**src/rtl/cpu_types_pkg.sv**
```systemverilog
// Shared CPU-wide types: machine word and RAM handshake state.
package cpu_types_pkg;
  localparam int unsigned WORD_W = 32;

  typedef logic [WORD_W-1:0] word_t;

  typedef enum logic [1:0] {
    FREE   = 2'd0,
    BUSY   = 2'd1,
    ACCESS = 2'd2,
    ERROR  = 2'd3
  } ramstate_t;
endpackage

```
**src/rtl/arbiter_pkg.sv**
```systemverilog
// Types local to the RAM arbiter: FSM state and per-core LL/SC link register.
package arbiter_pkg;
  typedef enum logic {
    IDLE  = 1'b0,
    GRANT = 1'b1
  } arb_state_t;

  typedef struct packed {
    logic                valid;
    cpu_types_pkg::word_t addr;
  } link_t;
endpackage

```
**src/rtl/rr_picker.sv**
```systemverilog
// Combinational round-robin priority encoder: first active request at or above ptr.
module rr_picker #(
  parameter int unsigned N  = 2,
  parameter int unsigned PW = (N > 1) ? $clog2(N) : 1
) (
  input  logic [N-1:0]  req,
  input  logic [PW-1:0] ptr,
  output logic [N-1:0]  gnt,
  output logic          valid
);
  int unsigned idx;

  always_comb begin
    gnt   = '0;
    valid = 1'b0;
    idx   = 0;
    for (int i = 0; i < N; i++) begin
      idx = 32'(ptr) + 32'(i);
      if (idx >= N) idx = idx - N;
      if (!valid && req[PW'(idx)]) begin
        gnt[PW'(idx)] = 1'b1;
        valid         = 1'b1;
      end
    end
  end
endmodule

```
**src/rtl/ram_arbiter.sv**
```systemverilog
// Shares the single-ported RAM between per-core icache/dcache ports and
// resolves LL/SC through per-core link registers.
module ram_arbiter
  import cpu_types_pkg::*;
  import arbiter_pkg::*;
#(
  parameter int unsigned CPUS = 2
) (
  input  logic                 CLK,
  input  logic                 nRST,
  input  logic [CPUS-1:0]      iREN,
  input  logic [CPUS-1:0][31:0] iaddr,
  output logic [CPUS-1:0]      iwait,
  output logic [CPUS-1:0][31:0] iload,
  input  logic [CPUS-1:0]      dREN,
  input  logic [CPUS-1:0]      dWEN,
  input  logic [CPUS-1:0]      datomic,
  input  logic [CPUS-1:0][31:0] daddr,
  input  logic [CPUS-1:0][31:0] dstore,
  output logic [CPUS-1:0]      dwait,
  output logic [CPUS-1:0][31:0] dload,
  output logic                 ramREN,
  output logic                 ramWEN,
  output logic [31:0]          ramaddr,
  output logic [31:0]          ramstore,
  input  logic [31:0]          ramload,
  input  ramstate_t            ramstate
);
  localparam int unsigned PW = (CPUS > 1) ? $clog2(CPUS) : 1;

  arb_state_t      state;
  logic [PW-1:0]   rr_ptr;
  logic [PW-1:0]   gnt_core;
  logic            gnt_is_d;
  word_t           lat_addr;
  word_t           lat_store;
  logic            lat_wen;
  logic            lat_atomic;
  link_t           links [CPUS];

  logic [CPUS-1:0] d_req;
  logic [CPUS-1:0] d_gnt;
  logic [CPUS-1:0] i_gnt;
  logic            d_vld;
  logic            i_vld;
  logic [CPUS-1:0] win_c;
  logic [PW-1:0]   win_idx_c;
  link_t           lk_c;
  logic            is_sc_c;
  logic            sc_fail_c;
  logic            req_held_c;
  logic            done_c;
  logic            abort_c;

  assign d_req = dREN | dWEN;

  rr_picker #(.N(CPUS), .PW(PW)) u_pick_d (
    .req   (d_req),
    .ptr   (rr_ptr),
    .gnt   (d_gnt),
    .valid (d_vld)
  );

  rr_picker #(.N(CPUS), .PW(PW)) u_pick_i (
    .req   (iREN),
    .ptr   (rr_ptr),
    .gnt   (i_gnt),
    .valid (i_vld)
  );

  // Data requests beat instruction requests; reduce one-hot winner to an index.
  always_comb begin
    win_c     = d_vld ? d_gnt : i_gnt;
    win_idx_c = '0;
    for (int k = 0; k < CPUS; k++) begin
      if (win_c[k]) win_idx_c = PW'(k);
    end
  end

  // A failing SC never touches the RAM and completes in its first GRANT cycle.
  always_comb begin
    lk_c       = links[gnt_core];
    is_sc_c    = gnt_is_d && lat_wen && lat_atomic;
    sc_fail_c  = (state == GRANT) && is_sc_c && !(lk_c.valid && (lk_c.addr == lat_addr));
    req_held_c = gnt_is_d ? d_req[gnt_core] : iREN[gnt_core];
    done_c     = (state == GRANT) && req_held_c && (sc_fail_c || (ramstate == ACCESS));
    abort_c    = (state == GRANT) && !req_held_c;
  end

  always_comb begin
    ramREN   = 1'b0;
    ramWEN   = 1'b0;
    ramaddr  = '0;
    ramstore = '0;
    if ((state == GRANT) && !sc_fail_c) begin
      ramREN   = !gnt_is_d || !lat_wen;
      ramWEN   = gnt_is_d && lat_wen;
      ramaddr  = lat_addr;
      ramstore = gnt_is_d ? lat_store : '0;
    end
  end

  always_comb begin
    iwait = iREN;
    dwait = d_req;
    iload = '0;
    dload = '0;
    if (done_c) begin
      if (gnt_is_d) begin
        dwait[gnt_core] = 1'b0;
        dload[gnt_core] = is_sc_c ? {31'd0, !sc_fail_c} : ramload;
      end else begin
        iwait[gnt_core] = 1'b0;
        iload[gnt_core] = ramload;
      end
    end
  end

  always_ff @(posedge CLK or negedge nRST) begin
    if (!nRST) begin
      state      <= IDLE;
      rr_ptr     <= '0;
      gnt_core   <= '0;
      gnt_is_d   <= 1'b0;
      lat_addr   <= '0;
      lat_store  <= '0;
      lat_wen    <= 1'b0;
      lat_atomic <= 1'b0;
      for (int k = 0; k < CPUS; k++) links[k] <= '0;
    end else begin
      case (state)
        IDLE: begin
          if (d_vld || i_vld) begin
            state      <= GRANT;
            gnt_core   <= win_idx_c;
            gnt_is_d   <= d_vld;
            lat_addr   <= d_vld ? daddr[win_idx_c] : iaddr[win_idx_c];
            lat_store  <= d_vld ? dstore[win_idx_c] : '0;
            lat_wen    <= d_vld && dWEN[win_idx_c];
            lat_atomic <= d_vld && datomic[win_idx_c];
          end
        end
        GRANT: begin
          if (abort_c) begin
            state <= IDLE;
          end else if (done_c) begin
            state  <= IDLE;
            rr_ptr <= (32'(gnt_core) == CPUS - 1) ? '0 : gnt_core + 1'b1;
            // LL arms the link; any completed store kills every link on that address.
            if (gnt_is_d && lat_atomic && !lat_wen) begin
              links[gnt_core] <= '{valid: 1'b1, addr: lat_addr};
            end else if (sc_fail_c) begin
              links[gnt_core].valid <= 1'b0;
            end else if (gnt_is_d && lat_wen) begin
              for (int k = 0; k < CPUS; k++) begin
                if (links[k].addr == lat_addr) links[k].valid <= 1'b0;
              end
            end
          end
        end
        default: state <= IDLE;
      endcase
    end
  end
endmodule

```
**config.mk**
```make
export PLATFORM = sky130hd
export DESIGN_NAME = ram_arbiter
export DESIGN_NICKNAME = d
export VERILOG_FILES = /design/src/rtl/cpu_types_pkg.sv /design/src/rtl/arbiter_pkg.sv /design/src/rtl/rr_picker.sv /design/src/rtl/ram_arbiter.sv
export SDC_FILE = /design/constraint.sdc
export NUM_CORES = 1
export LEC_CHECK = 0
export ABC_CLOCK_PERIOD_IN_PS = 2700
export CORE_AREA = 2 2 170 172
export DETAILED_ROUTE_END_ITERATION = 10
export DIE_AREA = 0 0 172 174
export PLACE_DENSITY_LB_ADDON = 0.25
export SETUP_SLACK_MARGIN = 0.1
export SLEW_MARGIN = 20
export SYNTH_ARGS = -nofsm -noshare
export SYNTH_HDL_FRONTEND = slang
export SYNTH_SLANG_ARGS = --single-unit
```
**constraint.sdc**
```tcl
create_clock -name CLK -period 2.7 [get_ports CLK]
set_input_delay 0.405 -clock CLK [delete_from_list [all_inputs] [get_ports CLK]]
set_output_delay 0.405 -clock CLK [all_outputs]
set_load 0.005 [all_outputs]
```
# After elaboration in Yosys (flattened, before gate mapping)
# Cells that the tools add are included.
[totals]
inputBits = 236
output_inout_bits = 198
wordCells = 162
register_bits = 136
[op_classes]
n_bitwise = 11
add_sub_neg = 4
n_mux = 82
n_eq_ne = 4
magnitude_cmp = 11
reduce_logical = 38
[op_table]
columns = ["op", "n"]
rows = [
  ["2-to-1 mux 32 bit", 15],
  ["2-to-1 mux 64 bit", 4],
  ["2-to-1 mux 33 bit", 5],
  ["bitwise mux 66 bit", 2],
  ["AND 64 bit", 2],
  ["== test 32 bit", 3],
  ["demux 33 bit (select 1 bit)", 2],
  ["2-to-1 mux 66 bit", 1],
  ["2-to-1 mux 1 bit", 39],
  ["demux 32 bit (select 1 bit)", 1],
  ["logical AND 1 bit", 19],
  ["2-to-1 mux 2 bit", 9],
  ["AND reduction 5 bit", 2],
  ["nonzero test 3 bit", 3],
  ["less-than comparator 1 x 2 -> 1 bit (second input constant)", 4],
  ["zero test 1 bit", 7],
  ["bitwise OR 2 bit", 3],
  ["AND 2 bit", 2],
  [">= comparator 2 bit (second input constant)", 2],
  ["AND reduction 4 bit", 1],
  ["demux 1 bit (select 1 bit)", 3],
  [">= comparator 1 bit (second input constant)", 3],
  ["logical OR 1 bit", 3],
  ["AND reduction 3 bit", 1],
  ["other kinds (12)", 14],
]

# Logic depth before layout (Yosys ltp)
[depth]
ltp_word = 14
depth_mapped = 11
ltp_nobuf = 7

# By module
# A second synthesis with hierarchy kept.
[hier_totals]
hier_cells = 993
area_unflattened_um2 = 9440.3
[modules_own_cells]
columns = ["module", "n_inst", "cells_each", "area_per_inst_um2", "seq_area_each_um2"]
rows = [
  ["ram_arbiter", 1, 985, 9390.3, 3403.3],
  ["rr_picker", 2, 4, 25.0, 0.0],
]

# Worst setup path after synthesis
# OpenSTA, ideal clock, no wires.
[synth_path]
path_type = "register to output"
start = "register gnt_core"
end = "output port dload[10] (netlist bit)"
path_slack_ns = 0.132
path_stages_with_launch = 11
t_arrival_ns = 2.163
n_path_buf = 3
t_required_ns = 2.295
cell_sequence = "dfrtp_1 > buf_6 > buf_6 > mux2i_1 > xor2_1 > nand4_1 > a2111oi_4 > a21oi_2 > and3_4 > buf_6 > and2_1"
[synth_rtl]
columns = ["element", "line_no", "rtl"]
rows = [
  ["from (decl)", "ram_arbiter.sv:33", "logic [PW-1:0] gnt_core;"],
  ["from (signal assigned)", "ram_arbiter.sv:135", "gnt_core <= win_idx_c;"],
  ["to (decl)", "ram_arbiter.sv:21", "output logic [CPUS-1:0][31:0] dload,"],
]

# Final worst setup path
[layout_path]
start = "register gnt_core"
end = "output port ramstore[0]"
[layout_between]
elab_chain_len = 11
[layout_rtl]
columns = ["element", "line_no", "rtl"]
rows = [
  ["NOT 1 -> 2 bit (implied by the code) *", "ram_arbiter.sv:82", "lk_c = links[gnt_core];"],
  ["2-to-1 mux 33 bit (implied by the code) * (3 in a row)", "ram_arbiter.sv:82", ""],
  ["== test 32 bit", "ram_arbiter.sv:84", "sc_fail_c = (state == GRANT) && is_sc_c && !(lk_c.valid && (lk_c.addr == lat_addr));"],
  ["logical AND 1 bit *", "ram_arbiter.sv:84", ""],
  ["zero test 1 bit *", "ram_arbiter.sv:84", ""],
  ["logical AND 1 bit *", "ram_arbiter.sv:84", ""],
  ["zero test 1 bit *", "ram_arbiter.sv:95", "if ((state == GRANT) && !sc_fail_c) begin"],
  ["logical AND 1 bit *", "ram_arbiter.sv:95", ""],
  ["2-to-1 mux 32 bit *", "ram_arbiter.sv:95", ""],
  ["to (decl)", "ram_arbiter.sv:25", "output logic [31:0] ramstore,"],
]
# Mark *: on every way between the ends. The rest lies on a longest branch, timed or not. The select of a mux whose other input is x is not followed.

==> flow_summary_export.csv <==
group,metric,value,unit
status,status,"complete, but fails checks",
status,violations,"setup timing",
power_and_ir_drop,power.static_leakage,8.41,nW
logic_synthesis,ys_ff_latch,136,
critical_path,cp_slowest_stage_delay,0.51,ns
route,routed_wl,39500,microns
critical_path,worstSetupPathType,"reg2out",
logic_synthesis,yosys_warnings,0,
grt,grt_pass1_wl,58200,microns
sta,fmax,0.268,GHz
route,final_antenna_net_count,0,
grt,top_usage_layer,"met2",
sta,rsz0062_at_grt,"yes",
route,drt_first_iter_violations,693,
critical_path,cp-startpoint,"gnt_core$_DFFE_PN0P_",
grt,met2_usage,42.2,%
floorplan,die_w,172,microns
floorplan,start_util,33.0,%
critical_path,slowest_stage,"clkdlybuf4s50_1",
grt,grtUsageMet3,5.51,%
grt,grt_overflow,0,
clocking,cts-buffers-inserted,17,
critical_path,r2r_slack,-0.19,ns
route,num_vias,9989,
clocking,cts-root-buf,"clkbuf_16",
clocking,clockBufferDepth,2,
sta,setup_violations,198,
grt,grt_max_degree,71,
logic_synthesis,yosys_most_used_dff,"dfrtp_1",
power_and_ir_drop,power_per_cell_area,912,nW/um^2
critical_path,required,2.30,ns
logic_synthesis,syn_avg_cell_area,8.52,sq um
worst_hold_path,holdCritPathClass,"in2async",
power_and_ir_drop,ir_worst_vdd,476,uV
placement,dp_hpwl,28200,microns
placement,gp_congestion,0.877,
clocking,htree_levels,4,
critical_path,r2r_cells,13,
floorplan,dieHeight,174,microns
logic_synthesis,netlist_area,9310,sq um
logic_synthesis,synth_nets,1329,
critical_path,cp_cell_sequence,"buf_12 > mux2i_1 > xnor2_1 > nor4_2 > buf_4 > and4_4 > and3_4 > o21a_4 > buf_12 > and3_1 > clkdlybuf4s50_1",
sta,fin_ws,-1.03,ns
critical_path,rr_endpoint,"links[32]$_DFFE_PN0P_",
clocking,path_clk_slew,0.06,ns
sta,period_minus_slack,3.73,ns
sta,relSlewSlack,51.9,%
placement,port_buffers,433,
logic_synthesis,synth_edf_count,0,
critical_path,end_kind,"output pin",
power_and_ir_drop,power.total,15.3,mW
route,drc,0,
route,viasPerCell,4.86,
logic_synthesis,ys_seq_area_share,36.6,%
clocking,cts_tree,"built",
cells_and_area,fin_util,59.6,%
clocking,clock_latency,0.43,ns
logic_synthesis,ys_types,41,
cells_and_area,nets,1894,
route,dr.pass1.iters,5,
sta,hold_violations,0,
floorplan,core_area,28200,sq um
floorplan,core.rowCount,62,
cells_and_area,antenna_cells,0,
critical_path,cp-endpoint,"ramstore[0]",
critical_path,cp_max_fo,33,
cells_and_area,area_growth,80.7,%
critical_path,cp-start-kind,"flip-flop",
floorplan,dieArea,29900,sq um
critical_path,cp.arrival,3.32,ns
grt,grtUsageTotal,25.4,%
critical_path,r2r_start,"lat_addr[28]$_DFFE_PN0P_",
floorplan,top_level_ports,434,
grt,grt_pass1_vias,10100,
grt,met1_usage,33.6,%
cells_and_area,drive_gt1_share,34.8,%
sta,skew,0.0140,ns
critical_path,cp_common_cell,"buf_12",
sta,period_share,138,%
grt,antenna_found_initial,1,
clocking,cts.sinks,136,
run,cap_violations,0,
sta,worstMarginPinSlew,0.721,ns
logic_synthesis,synthArstFlopShare,100,%
route,wl_per_cell,19.2,microns
sta,final_max_slew_viol_count,0,
logic_synthesis,netlist_instances,1093,
cells by family after synthesis:
| kind of cell | count (synthesis) | share of synthesized area (%) |
|---|---|---|
| simple gates | 526 | 28.7 |
| flops | 136 | 36.6 |
| compound gates | 128 | 7.86 |
| mux | 120 | 13.8 |
| buf+inv | 98 | 5.11 |
| xor+xnor | 85 | 8.00 |
worst min path at each step:
stage | from | to | cells past startpoint | slack [ns]
CTS | nRST | lat_store[0]$_DFFE_PN0P_ | 1 | 0.03
detailed placement | lat_store[21]$_DFFE_PN0P_ | lat_store[21]$_DFFE_PN0P_ | 2 | 0.46
floorplan | nRST | gnt_core$_DFFE_PN0P_ | 0 | 0.11
global placement | lat_store[4]$_DFFE_PN0P_ | lat_store[4]$_DFFE_PN0P_ | 2 | 0.45
global route | nRST | lat_store[4]$_DFFE_PN0P_ | 1 | 0.06
finish | nRST | lat_addr[3]$_DFFE_PN0P_ | 1 | 0.009
per-layer routing:
layer	part of all wire (%)	vias to the layer above
li1	-	4781
met1	42	4783
met2	49	357
met3	6.8	66
met4	2.5	2
met5	0.033	-
power by group:
group          total (mW)  internal [mW]  switching, mW
Sequential           3.65           2.96          0.689
Clock                2.39           1.33           1.06
Combinational        9.30           4.84           4.46
registers in the layout, indices dropped and copies added, names as in the netlist:
| name | cells |
|---|---|
| lat_addr | 32 |
| gnt_is_d | 1 |
| rr_ptr | 1 |
| lat_atomic | 1 |
| gnt_core | 1 |
| lat_store | 32 |
| state | 1 |
| links | 66 |
| lat_wen | 1 |
critical path: cells and delay by family (launching register included):
family | cells | cell delay [ns]
AO/OA/AOI/OAI | 1 | 0.16
XOR/XNOR | 1 | 0.13
buffers and inverters | 4 | 0.98
flip-flops | 1 | 0.44
multiplexers | 1 | 0.25
AND/OR/NAND/NOR | 4 | 0.92
repair_timing:
| item | CTS | global route |
|---|---|---|
| pin swaps | 51 | 14 |
| endpoints found under the setup margin | 198 | 263 |
| cloned | 10 | 7 |
| hold buffers | 0 | 0 |
| resized for setup | 601 | 211 |
| buffers inserted | 32 | 5 |
cell usage in the layout (no fill, tap or decap), drive strengths merged, types with 5 or more instances in the layout:
| master | count |
|---|---|
| clkdlybuf4s50 | 258 |
| nand4 | 10 |
| xor2 | 47 |
| clkbuf | 52 |
| nor3 | 7 |
| and3 | 41 |
| o21ai | 105 |
| nand2 | 237 |
| mux2i | 55 |
| xnor2 | 38 |
| dlymetal6s2s | 27 |
| a21oi | 5 |
| inv | 16 |
| nor2 | 10 |
| dfrtp | 136 |
| buf | 304 |
| nand3 | 40 |
| clkdlybuf4s15 | 7 |
| dlygate4sd2 | 6 |
| nor4 | 15 |
| mux2 | 65 |
| and2 | 160 |
cell type report:
cell class,instances,area [sq um]
clock inverters,15,175
flip-flops and latches,136,3410
repair buffers,637,6450
well taps,384,480
fillers,2452,11400
clock buffers,17,425
multi-input cells,862,5870
inverters,4,15.0
through the flow:
step | setup WS (ns) | hold slack (ns) | cells | TNS [ns] | area [sq um]
after floorplan | 0.132 | 0.109 | 1093 | 0 | 9310
after global placement | -0.767 | 0.453 | 1976 | -121.42 | 15100
after detailed placement | -0.817 | 0.462 | 1976 | -129.71 | 15100
after CTS | -1.02 | 0.0265 | 2047 | -169.59 | 16300
after global routing | -1.16 | 0.0584 | 2055 | -184.48 | 16800
final | -1.03 | 0.00938 | 2055 | -155.08 | 16800
cell usage after synthesis (2+ instances only):
cell type / number / area, sq um
o21ai_0: 105 / 526
a211o_1: 3 / 26.3
nor3_1: 7 / 35.0
buf_1: 7 / 26.3
and2_1: 160 / 1000
a32o_1: 3 / 30.0
nand4_1: 10 / 62.6
inv_1: 3 / 11.3
a21o_1: 3 / 22.5
and3_1: 36 / 225
nor2_1: 10 / 37.5
or2_2: 2 / 12.5
dfrtp_1: 136 / 3400
mux2_2: 65 / 732
a21oi_1: 4 / 20.0
nor2b_1: 2 / 12.5
and3_4: 2 / 22.5
nor4_1: 14 / 87.6
nand3_1: 40 / 200
xnor2_1: 38 / 333
buf_6: 11 / 124
nor4b_4: 2 / 47.6
nand2_1: 237 / 890
a31o_2: 2 / 17.5
mux2i_1: 55 / 551
clkbuf_1: 64 / 240
nand2b_1: 2 / 12.5
o211ai_1: 2 / 15.0
buf_2: 10 / 50.1
xor2_1: 47 / 412
Note: power is estimated with default switching activity, not from simulation.
